$ cat config.mk
export PLATFORM = sky130hd
export DESIGN_NAME = bin2bcd_seq
export DESIGN_NICKNAME = d
export VERILOG_FILES = /design/src/rtl/bin2bcd_seq.sv
export SDC_FILE = /design/constraint.sdc
export NUM_CORES = 1
export LEC_CHECK = 0
export ABC_AREA = 1
export ABC_CLOCK_PERIOD_IN_PS = 1300
export BUFFER_PORTS_ARGS = -buffer_cell sky130_fd_sc_hd__buf_2
export CAP_MARGIN = 20
export CELL_PAD_IN_SITES_DETAIL_PLACEMENT = 2
export CELL_PAD_IN_SITES_GLOBAL_PLACEMENT = 2
export CORE_MARGIN = 2
export CORE_UTILIZATION = 33
export DETAILED_ROUTE_END_ITERATION = 7
export PLACE_DENSITY_LB_ADDON = 0.1
export SLEW_MARGIN = 0
export SYNTH_ARGS = -nofsm -noshare
export SYNTH_HDL_FRONTEND = slang
export SYNTH_SLANG_ARGS = --single-unit
export TNS_END_PERCENT = 10
$ cat constraint.sdc
create_clock -name clk -period 1.3 [get_ports clk]
set_input_delay 0.26 -clock clk [delete_from_list [all_inputs] [get_ports clk]]
set_output_delay 0.26 -clock clk [all_outputs]
set_load 0.005 [all_outputs]
$ cat src/rtl/bin2bcd_seq.sv
// bin2bcd_seq: sequential double-dabble binary-to-BCD converter.
// One bit is converted per clock, so a conversion takes WIDTH shift cycles
// plus one DONE cycle. Any carry out of the top BCD digit is kept as a
// sticky overflow flag. The digits still hold the value modulo 10^DIGITS.
//
// state | meaning
// ------+--------------------------------------------------------------
// IDLE  | waiting for start; bcd/ovf hold the last result
// SHIFT | one add-3/shift step per cycle, bit counter counting down
// DONE  | new bcd/ovf visible, done pulses, back to IDLE next cycle

module bin2bcd_seq #(
    parameter int WIDTH  = 6,
    parameter int DIGITS = 2
) (
    input  logic                  clk,
    input  logic                  reset,
    input  logic                  start,
    input  logic [WIDTH-1:0]      bin,
    output logic                  busy,
    output logic                  done,
    output logic [4*DIGITS-1:0]   bcd,
    output logic                  ovf
);

    localparam int SW = 4 * DIGITS;
    localparam int CW = (WIDTH < 1) ? 1 : $clog2(WIDTH + 1);

    typedef enum logic [1:0] {
        IDLE  = 2'd0,
        SHIFT = 2'd1,
        DONE  = 2'd2
    } state_t;

    state_t              state_q, state_d;
    logic [CW-1:0]       cnt_q;
    logic [SW-1:0]       scr_q;
    logic [WIDTH-1:0]    sh_q;
    logic                sticky_q;
    logic [SW-1:0]       bcd_q;
    logic                ovf_q;

    logic [SW-1:0]       scr_adj;
    logic [SW+WIDTH:0]   cat_shl;
    logic                carry_out;
    logic [SW-1:0]       scr_nxt;
    logic [WIDTH-1:0]    sh_nxt;
    logic                last_shift;

    // Add 3 to every scratch digit that is 5 or more, all digits in parallel.
    always_comb begin
        scr_adj = scr_q;
        for (int k = 0; k < DIGITS; k++) begin
            if (scr_q[4*k +: 4] >= 4'd5) begin
                scr_adj[4*k +: 4] = scr_q[4*k +: 4] + 4'd3;
            end
        end
    end

    // Shift the {scratch, binary} pair left by one bit.
    // Bit 0 is a zero fill. The top bit is whatever left the top digit.
    always_comb begin
        cat_shl   = {scr_adj, sh_q, 1'b0};
        carry_out = cat_shl[SW+WIDTH];
        scr_nxt   = cat_shl[SW+WIDTH-1:WIDTH];
        sh_nxt    = cat_shl[WIDTH-1:0];
    end

    assign last_shift = (cnt_q == CW'(1));

    // State register.
    always_ff @(posedge clk or posedge reset) begin
        if (reset) begin
            state_q <= IDLE;
        end else begin
            state_q <= state_d;
        end
    end

    // Next-state logic.
    always_comb begin
        state_d = state_q;
        case (state_q)
            IDLE:    if (start) state_d = SHIFT;
            SHIFT:   if (last_shift) state_d = DONE;
            DONE:    state_d = IDLE;
            default: state_d = IDLE;
        endcase
    end

    // Datapath: capture on an accepted start, then step once per SHIFT cycle.
    // The result registers load on the final shift edge so that bcd/ovf are
    // already valid during the DONE cycle, which is the cycle done is high.
    always_ff @(posedge clk or posedge reset) begin
        if (reset) begin
            cnt_q    <= '0;
            scr_q    <= '0;
            sh_q     <= '0;
            sticky_q <= 1'b0;
            bcd_q    <= '0;
            ovf_q    <= 1'b0;
        end else begin
            case (state_q)
                IDLE: begin
                    if (start) begin
                        sh_q     <= bin;
                        scr_q    <= '0;
                        sticky_q <= 1'b0;
                        cnt_q    <= CW'(WIDTH);
                    end
                end
                SHIFT: begin
                    scr_q    <= scr_nxt;
                    sh_q     <= sh_nxt;
                    cnt_q    <= cnt_q - CW'(1);
                    sticky_q <= sticky_q | carry_out;
                    if (last_shift) begin
                        bcd_q <= scr_nxt;
                        ovf_q <= sticky_q | carry_out;
                    end
                end
                default: begin
                end
            endcase
        end
    end

    // Output decode.
    always_comb begin
        busy = (state_q != IDLE);
        done = (state_q == DONE);
        bcd  = bcd_q;
        ovf  = ovf_q;
    end

endmodule

# --- After elaboration in Yosys (flattened, before gate mapping) ---
# Cells that the tools add are included.
classes:
  n_addsub: 3
  mul: 0
  n_div: 0
  magnitude_cmp: 2
  eq_ne: 5
  shifts: 0
  n_mux: 13
  bitwise_logic: 1
  n_reduce_logical: 6
op_table:
  columns: ["op", "n"]
  rows:
  - ["one-hot mux 8 bit (2 select lines)", 1]
  - ["one-hot mux 6 bit (2 select lines)", 1]
  - ["adder 4 x 2 -> 4 bit (second input constant)", 2]
  - [">= comparator 4 x 3 -> 1 bit (second input constant)", 2]
  - ["two-way mux 4 bit", 2]
  - ["two-way mux 8 bit", 1]
  - ["two-way mux 6 bit", 1]
  - ["one-hot mux 3 bit (2 select lines)", 1]
  - ["AND reduction 2 bit", 3]
  - ["two-way mux 2 bit", 2]
  - ["!= test 2 bit (second input constant)", 2]
  - ["one-hot mux 2 bit (2 select lines)", 1]
  - ["nonzero test 2 bit", 2]
  - ["equality test 3 x 1 -> 1 bit (second input constant)", 1]
  - ["two-way mux 3 bit", 1]
  - ["subtractor 3 x 1 -> 3 bit (second input constant)", 1]
  - ["equality test 2 x 1 -> 1 bit (second input constant)", 1]
  - ["equality test 2 bit (second input constant)", 1]
  - ["zero test 2 bit", 1]
  - ["one-hot mux 1 bit (2 select lines)", 1]
  - ["two-way mux 1 bit", 1]
  - ["OR 1 bit", 1]
word_totals:
  register_bits: 29
  latch_bits: 0
  ram_bits: 0
  rom_bits: 0
  in_bits: 9
  output_inout_bits: 11
  wordCells: 37
  n_memories: 0

# --- Longest topological paths before layout ---
# Gate-level depths: netlist of the first run.
logic_depth:
  depth_word: 4
  ltp_mapped: 10
  depth_no_buf: 10

# --- Worst setup path after synthesis of the first run ---
# OpenSTA, ideal clock, no wires.
synth_timing:
  path_type: "reg-to-reg"
  from: "reg cnt_q[1]"
  to: "reg bcd_q[0], in the netlist bcd[0]"
  setup_time_ps: 118
  arrival_ps: 1111
  required_time_ps: 1182
  slack_ps: 71
  stages_incl_launch_ff: 9
  n_path_buf: 1
  synth_period_minus_slack_ps: 1229
  path_cell_list: "dfrtp_1 > inv_1 > ha_1 > inv_1 > nor2_1 > nand2_4 > buf_6 > nand2_1 > o21ai_2"
synth_via:
  elab_chain_len: 2
synth_lines:
  columns: ["item", "line_no", "source"]
  rows:
  - ["start: declaration", "36", "logic [CW-1:0] cnt_q;"]
  - ["start signal: assignment", "109", "cnt_q <= CW'(WIDTH);"]
  - ["start signal: assignment", "115", "cnt_q <= cnt_q - CW'(1);"]
  - ["equality test 3 x 1 -> 1 bit", "69", "assign last_shift = (cnt_q == CW'(1));"]
  - ["AND reduction 2 bit (no source line)", null, null]
  - ["end signal: assignment", "118", "bcd_q <= scr_nxt;"]
  - ["end: declaration", "40", "logic [SW-1:0] bcd_q;"]
# Every way passes these cells.
# A chain may end at the register's enable or synchronous reset.

# --- Worst setup path in the final report of the first run ---
layout_timing:
  from: "reg scr_q[4]"
  to: "reg ovf_q, in the netlist ovf"
layout_via:
  elab_chain_len: 3
  elab_cells_between_ends: 4
  cone_classes: "1 x add/sub; 1 x order compare; 1 x mux; 1 x bitwise"
layout_lines:
  columns: ["item", "line_no", "source"]
  rows:
  - ["start: declaration", "37", "logic [SW-1:0] scr_q;"]
  - ["start signal: assignment", "113", "scr_q <= scr_nxt;"]
  - ["adder 4 x 2 -> 4 bit / >= comparator 4 x 3 -> 1 bit (equally long branches)", "55, 54", null]
  - ["two-way mux 4 bit (*)", "54", "if (scr_q[4*k +: 4] >= 4'd5) begin"]
  - ["OR 1 bit (*)", "119", "ovf_q <= sticky_q | carry_out;"]
  - ["end signal: assignment", "119", null]
  - ["end: declaration", "41", "logic ovf_q;"]
# Every way passes the cells marked *; elsewhere a longest branch is shown, timed or not.

==> impl_metrics.csv, run 1 <==
group,metric,value,unit
clocking,clock_sinks,29,
layout,drive_gt1_frac,0.4050,
power_and_ir_drop,power_density,2623,mW/mm^2
timing,layout_setup_ws,-0.01308,ns
layout,diodes,0,
timing,rsz0062_at_grt,"yes",
logic_synthesis,yosys_warnings,0,
floorplan,die_w,69.60,um
detailed_routing,drtAntennaViolNets,0,
layout,area.growth.synth_to_final,31.98,%
clocking,cts_tree,"built",
worst_setup_path,crit_path_start,"scr_q[4]$_DFFE_PP0P_",
floorplan,dieArea,0.004844,sq mm
status,failed_checks,"setup timing",
power_and_ir_drop,power_leakage,0.9749,nW
clocking,cts_hold_buffers,0,
place,io_buffers,19,
logic_synthesis,yosysMostFrequentCell,"nand2_1",
worst_setup_path,cp-start-kind,"register",
hold_path,hold_path.class,"input pin to async pin",
logic_synthesis,synth_area,0.001420,sq mm
timing,finalCritPeriodShare,1.010,
grt,grt-ovfl-total,0,
place,dp_slack,-0.1575,ns
clocking,clk_pin_slew,0.07,ns
detailed_routing,vias,1269,
floorplan,core,0.004058,sq mm
floorplan,fp-row-count,23,
detailed_routing,routed_wl,4.299,mm
logic_synthesis,async_flop_share,1.000,
run,drv_cap,0,
detailed_routing,routedWlPerCell,17.20,um
grt,grt_max_degree,30,
logic_synthesis,synth_cell_types,23,
worst_setup_path,r2r_setup_slack,-0.01,ns
detailed_routing,drc,0,
worst_setup_path,crit_type,"register to register",
layout,post-route-util,0.4619,
floorplan,die_y,69.60,um
grt,grt_pass1_wl,7.293,mm
grt,antenna_found_initial,0,
worst_setup_path,r2r-start,"scr_q[4]$_DFFE_PP0P_",
timing,maxSlewViolCount,0,
floorplan,start_util,0.3500,
clocking,cts_root_buf,"clkbuf_8",
logic_synthesis,synth_edf_count,0,
logic_synthesis,synth_nets,179,
logic_synthesis,avgSynthCellArea,8.659,sq um
worst_setup_path,reg2reg_depth,9,
logic_synthesis,yosysSeqAreaShare,0.5110,
place,place_inst,238,
power_and_ir_drop,power,4.917,mW
logic_synthesis,synth_area_leaders,"dfrtp_1 (51%), nand2_1 (15%), nand3_1 (6.7%)",
timing,whs,0.03940,ns
detailed_routing,via_per_inst,5.076,
detailed_routing,drt-pass1-iter-count,4,
clocking,htree_levels,2,
timing,hold_violations,0,
layout,final_cell_count_no_fill,250,
timing,skew,0.01181,ns
logic_synthesis,synthCells,164,
grt,grt_pass1_vias,1421,
detailed_routing,first_iter_violations,38,
worst_setup_path,critPathArrivalTime,1.48,ns
logic_synthesis,ys_ff_latch,29,
grt,grt.total_usage,0.1941,
logic_synthesis,synth_top_flop_cell,"dfrtp_1",
layout,final_nets,215,
place,place.gp.congestion,0.8796,
floorplan,ios,20,
clocking,clock_tree.buffer_depth,2,
worst_setup_path,required,1.47,ns
timing,slew_headroom,0.7425,
place,dp_hpwl,2.760,mm
power_and_ir_drop,peakVddDrop,0.7817,mV
worst_setup_path,r2r-end,"ovf$_DFFE_PP0P_",
worst_setup_path,end_kind,"register",
clocking,numCtsBuffers,5,
logic_synthesis,yosysTopAreaCell,"dfrtp_1",
status,status,"finished with violations",
clocking,clk_latency,0.29,ns
timing,tightest_slew,0.3862,ns
logic_synthesis,synth_commonest_cells,"nand2_1 (55), dfrtp_1 (29), nand3_1 (19)",
logic_synthesis,yosys.area.top_type_share,0.5110,
timing,finalCriticalPeriod,1.313,ns
timing,finalSetupViolations,2,
worst_setup_path,cp_max_fo,3,
timing,fmax,0.7616,GHz
## sequential cells by signal (all words and copies together), names as in the netlist
| name | count |
|---|---|
| bcd | 8 |
| scr_q | 8 |
| sh_q | 6 |
| cnt_q | 3 |
| state_q | 2 |
| ovf | 1 |
| sticky_q | 1 |
## layout by cell type (no fill, tap or decap), drive strengths merged
master,instances
nand2,59
nor2,6
o21ai,11
inv,19
dfrtp,29
o211ai,2
o21bai,1
ha,6
clkbuf,7
buf,32
nand3,19
a21oi,3
a22o,1
o22ai,3
a22oi,1
clkinv,1
## critical path, stage by stage (launching register included)
cell and delay, ns:
dfrtp_1 0.42, inv_2 0.11, ha_4 0.14, inv_2 0.04, nand2_2 0.08, nand2_4 0.07, nand3_1 0.13, nand2_1 0.07
nand2_1 0.08, nand2_1 0.06
## routing by layer
metal  wire length (um)  track usage
met4                 59      0.05882
met1               1843       0.2341
met5                  0            0
met2               2210       0.3365
met3                186      0.05233
## cell families after synthesis
kind of cell,after synthesis,share of synthesized area
AND/OR/NAND/NOR,84,0.2617
buffers and inverters,23,0.07842
adder cells (fa/ha/maj),6,0.05286
flip-flops,29,0.5110
AO/OA/AOI/OAI,22,0.09603
## where the power goes
group          switching, mW  internal [mW]
Clock                  0.347          0.419
Sequential             0.286           1.30
Combinational           1.55           1.01
## cell type report
type / count / area [sq um]
fillers: 458 / 2183
flip-flops and latches: 29 / 726.9
multi-input cells: 112 / 718.2
repair buffers: 32 / 192.7
inverters: 20 / 87.58
clock buffers: 7 / 86.33
well taps: 50 / 62.56
## repair_timing
item / 4_1_cts / 5_1_grt
cloned: 0 / 0
gates resized for setup: 29 / 16
pin swaps: 4 / 6
setup endpoints to repair: 16 / 18
endpoints found under the hold margin: 0 / 0
setup buffers: 4 / 1
## stage by stage
stage	setup TNS, ns	cell area [sq um]
3_5_place_dp	-1.280	1608
3_3_place_gp	-0.4910	1608
4_1_cts	0	1822
2_1_floorplan	0	1420
6_report	-0.02351	1874
5_1_grt	-0.7871	1874
## worst max-delay path by stage
stage | to | slack [ns]
after CTS | bcd[1]$_DFFE_PP0P_ | 0.007
after global placement | scr_q[4]$_DFFE_PP0P_ | -0.1
final | ovf$_DFFE_PP0P_ | -0.01
after floorplan | bcd[0]$_DFFE_PP0P_ | 0.07
after detailed placement | scr_q[2]$_DFFE_PP0P_ | -0.16
after global routing | bcd[1]$_DFFE_PP0P_ | -0.09
No activity file was read; power rests on OpenSTA's default activity.
==> run 2: changes to the inputs <==
==> constraint.sdc (replaced) <==
create_clock -name clk -period 1.3 [get_ports clk]
set_input_delay 0.065 -clock clk [delete_from_list [all_inputs] [get_ports clk]]
set_output_delay 0.065 -clock clk [all_outputs]
set_load 0.005 [all_outputs]
==> run 2 against run 1 <==
  * Critical path depth increased by 1
  * Sequential share of layout area decreased by 3.0 points
  * Clock skew decreased by 0.0029 ns
  * First-iteration DRC count increased by 7.9%
  * The run still ends with setup timing left
  * Setup slack got worse by 0.12 ns
  * Clock-buffer cell count unchanged
  * Register-to-register slack got worse by 0.12 ns
  * Largest power group unchanged
==> impl_metrics.csv, run 2 (same netlist as run 1, synthesis figures left out) <==
group,metric,value,unit
detailed_routing,via_per_inst,5.340,
floorplan,start_util,0.3500,
hold_path,hold_path.class,"input pin to register",
grt,grt-ovfl-total,0,
detailed_routing,drtAntennaViolNets,0,
detailed_routing,routed_wl,5.576,mm
layout,final_cell_mix,"nand2_1 (45), dfrtp_1 (29), buf_2 (19)",
hold_path,min_path_cells,3,
worst_setup_path,cp_slowest_cell,"dfrtp_1",
worst_setup_path,cp-start-kind,"register",
clocking,htree_levels,2,
worst_setup_path,r2r-start,"scr_q[5]$_DFFE_PP0P_",
place,io_buffers,19,
timing,hold_violations,0,
worst_setup_path,cp_top_family,"simple AND/OR/NAND/NOR gates",
floorplan,dieArea,0.004844,sq mm
place,dp_hpwl,2.760,mm
grt,grt_pass1_wl,7.624,mm
power_and_ir_drop,p_int,2.858,mW
worst_setup_path,crit_type,"register to register",
clocking,cts_tree,"built",
detailed_routing,drc,0,
floorplan,die_y,69.60,um
worst_setup_path,end_kind,"register",
layout,diodes,0,
timing,maxSlewViolCount,0,
floorplan,core,0.004058,sq mm
grt,antenna_found_initial,0,
detailed_routing,first_iter_violations,41,
grt,grt.total_usage,0.2042,
power_and_ir_drop,power_density,2673,mW/mm^2
floorplan,ios,20,
power_and_ir_drop,switchingPower,2.565,mW
grt,grt_pass1_vias,1453,
timing,finalCriticalPeriod,1.429,ns
power_and_ir_drop,peakVddDrop,0.9153,mV
place,dp_slack,-0.1575,ns
clocking,clk_pin_slew,0.06,ns
detailed_routing,routedWlPerCell,21.53,um
status,status,"finished with violations",
worst_setup_path,crit_path_start,"scr_q[5]$_DFFE_PP0P_",
clocking,cts_root_buf,"clkbuf_8",
worst_setup_path,cp_max_fo,3,
timing,rsz0062_at_grt,"yes",
detailed_routing,drt-pass1-iter-count,4,
place,place.gp.congestion,0.8796,
status,failed_checks,"setup timing",
detailed_routing,vias,1383,
clocking,numCtsBuffers,5,
floorplan,fp-row-count,23,
timing,skew,0.008902,ns
worst_setup_path,critPathArrivalTime,1.65,ns
worst_setup_path,crit_path_frequent_cell,"nand2_4",
worst_setup_path,r2r-end,"scr_q[6]$_DFFE_PP0P_",
worst_setup_path,slowest_delay,0.42,ns
grt,grt_max_degree,30,
hold_path,min-delay-start,"bin[5]",
worst_setup_path,reg2reg_depth,10,
timing,layout_setup_ws,-0.1289,ns
power_and_ir_drop,clkPwrFrac,0.144,
worst_setup_path,r2r_setup_slack,-0.13,ns
timing,slew_headroom,0.7396,
clocking,clock_tree.buffer_depth,2,
worst_setup_path,worstPathCellList,"inv_2 -> ha_4 -> inv_4 -> nand2_4 -> nand2_4 -> inv_6 -> nand2_8 -> nand2_4 -> nand3_2 -> nand2_1",
layout,area.growth.synth_to_final,42.82,%
timing,fmax,0.6998,GHz
timing,finalCritPeriodShare,1.099,
worst_setup_path,critPathBufInv,3,
timing,tightest_slew,0.3906,ns
timing,whs,0.02099,ns
run,drv_cap,0,
timing,finalSetupViolations,11,
floorplan,die_w,69.60,um
hold_path,holdPathEnd,"sh_q[5]$_DFFE_PP0P_",
worst_setup_path,required,1.52,ns
power_and_ir_drop,pwr-share-comb,0.556,
layout,final_nets,224,
power_and_ir_drop,p_sw_frac,0.4730,
power_and_ir_drop,p_seq_frac,0.300,
layout,drive_gt1_frac,0.4163,
layout,final_common_cell,"nand2_1",
clocking,clock_sinks,29,
power_and_ir_drop,power_leakage,1.037,nW
clocking,clk_latency,0.29,ns
## run 2: cell count changes in the layout (fill, tap and decap cells not counted), moves of 2 or more
cell	delta
buf_4	+2
dlygate4sd3_1	+6
inv_2	-2
nand2_1	-2
nand2_4	+2
nand3_1	-3
nand3_4	+2
## run 2: worst max path at each step
stage	slack, ns	end	cells past startpoint
final	-0.13	scr_q[6]$_DFFE_PP0P_	10
after global routing	-0.19	scr_q[6]$_DFFE_PP0P_	10
after CTS	0.007	bcd[1]$_DFFE_PP0P_	8
after detailed placement	-0.16	scr_q[2]$_DFFE_PP0P_	8
after global placement	-0.1	scr_q[4]$_DFFE_PP0P_	7
after floorplan	0.07	bcd[0]$_DFFE_PP0P_	8
## run 2: layout make-up
type                            instances  area (sq um)
Clock buffer                            7         86.33
Fill cell                             450          2029
Inverter                               20         92.59
Multi-Input combinational cell        113         793.3
Sequential cell                        29         725.7
Tap cell                               50         62.56
Timing Repair Buffer                   40         267.8
## run 2: timing repair
action / 4_1_cts / 5_1_grt
pin swaps: 4 / 9
endpoints found under the setup margin: 16 / 17
buffers inserted: 4 / 3
endpoints found under the hold margin: 34 / 0
hold buffers: 6 / 0
gates cloned: 0 / 1
resized for setup: 29 / 28
## run 2: metal layers
metal,vias to the layer above,wire (um),track usage
li1,616,-,-
met4,0,233,0.05882
met5,-,0,0
met1,709,2147,0.2423
met2,41,2929,0.3622
met3,17,266,0.05233
## run 2: worst reg2reg max path: stages, from the launching register on
cell,delay [ns]
dfrtp_1,0.42
inv_2,0.15
ha_4,0.19
inv_4,0.04
nand2_4,0.06
nand2_4,0.08
inv_6,0.11
nand2_8,0.08
nand2_4,0.08
nand3_2,0.07
nand2_1,0.09
## run 2: metrics by stage
stage               cell area, sq um  power, mW  std cells    util  setup TNS (ns)
floorplan                       1420      2.834        164       -               0
global placement                1608      3.408        238  0.3962         -0.4910
finish                          2028      5.422        259  0.4998         -0.9806
CTS                             1882      4.710        255  0.4638               0
detailed placement              1608      3.528        238  0.3962          -1.280
global route                    2028      5.811        259  0.4998          -1.715
## run 2: power groups by stage
stage          Combinational [mW]  Sequential [mW]  Clock [mW]
2_1_floorplan                1.31             1.53           0
5_1_grt                      3.29             1.68       0.841
3_5_place_dp                 1.96             1.57           0
4_1_cts                      2.36             1.57       0.780
3_3_place_gp                 1.86             1.55           0
6_report                     3.02             1.63       0.779
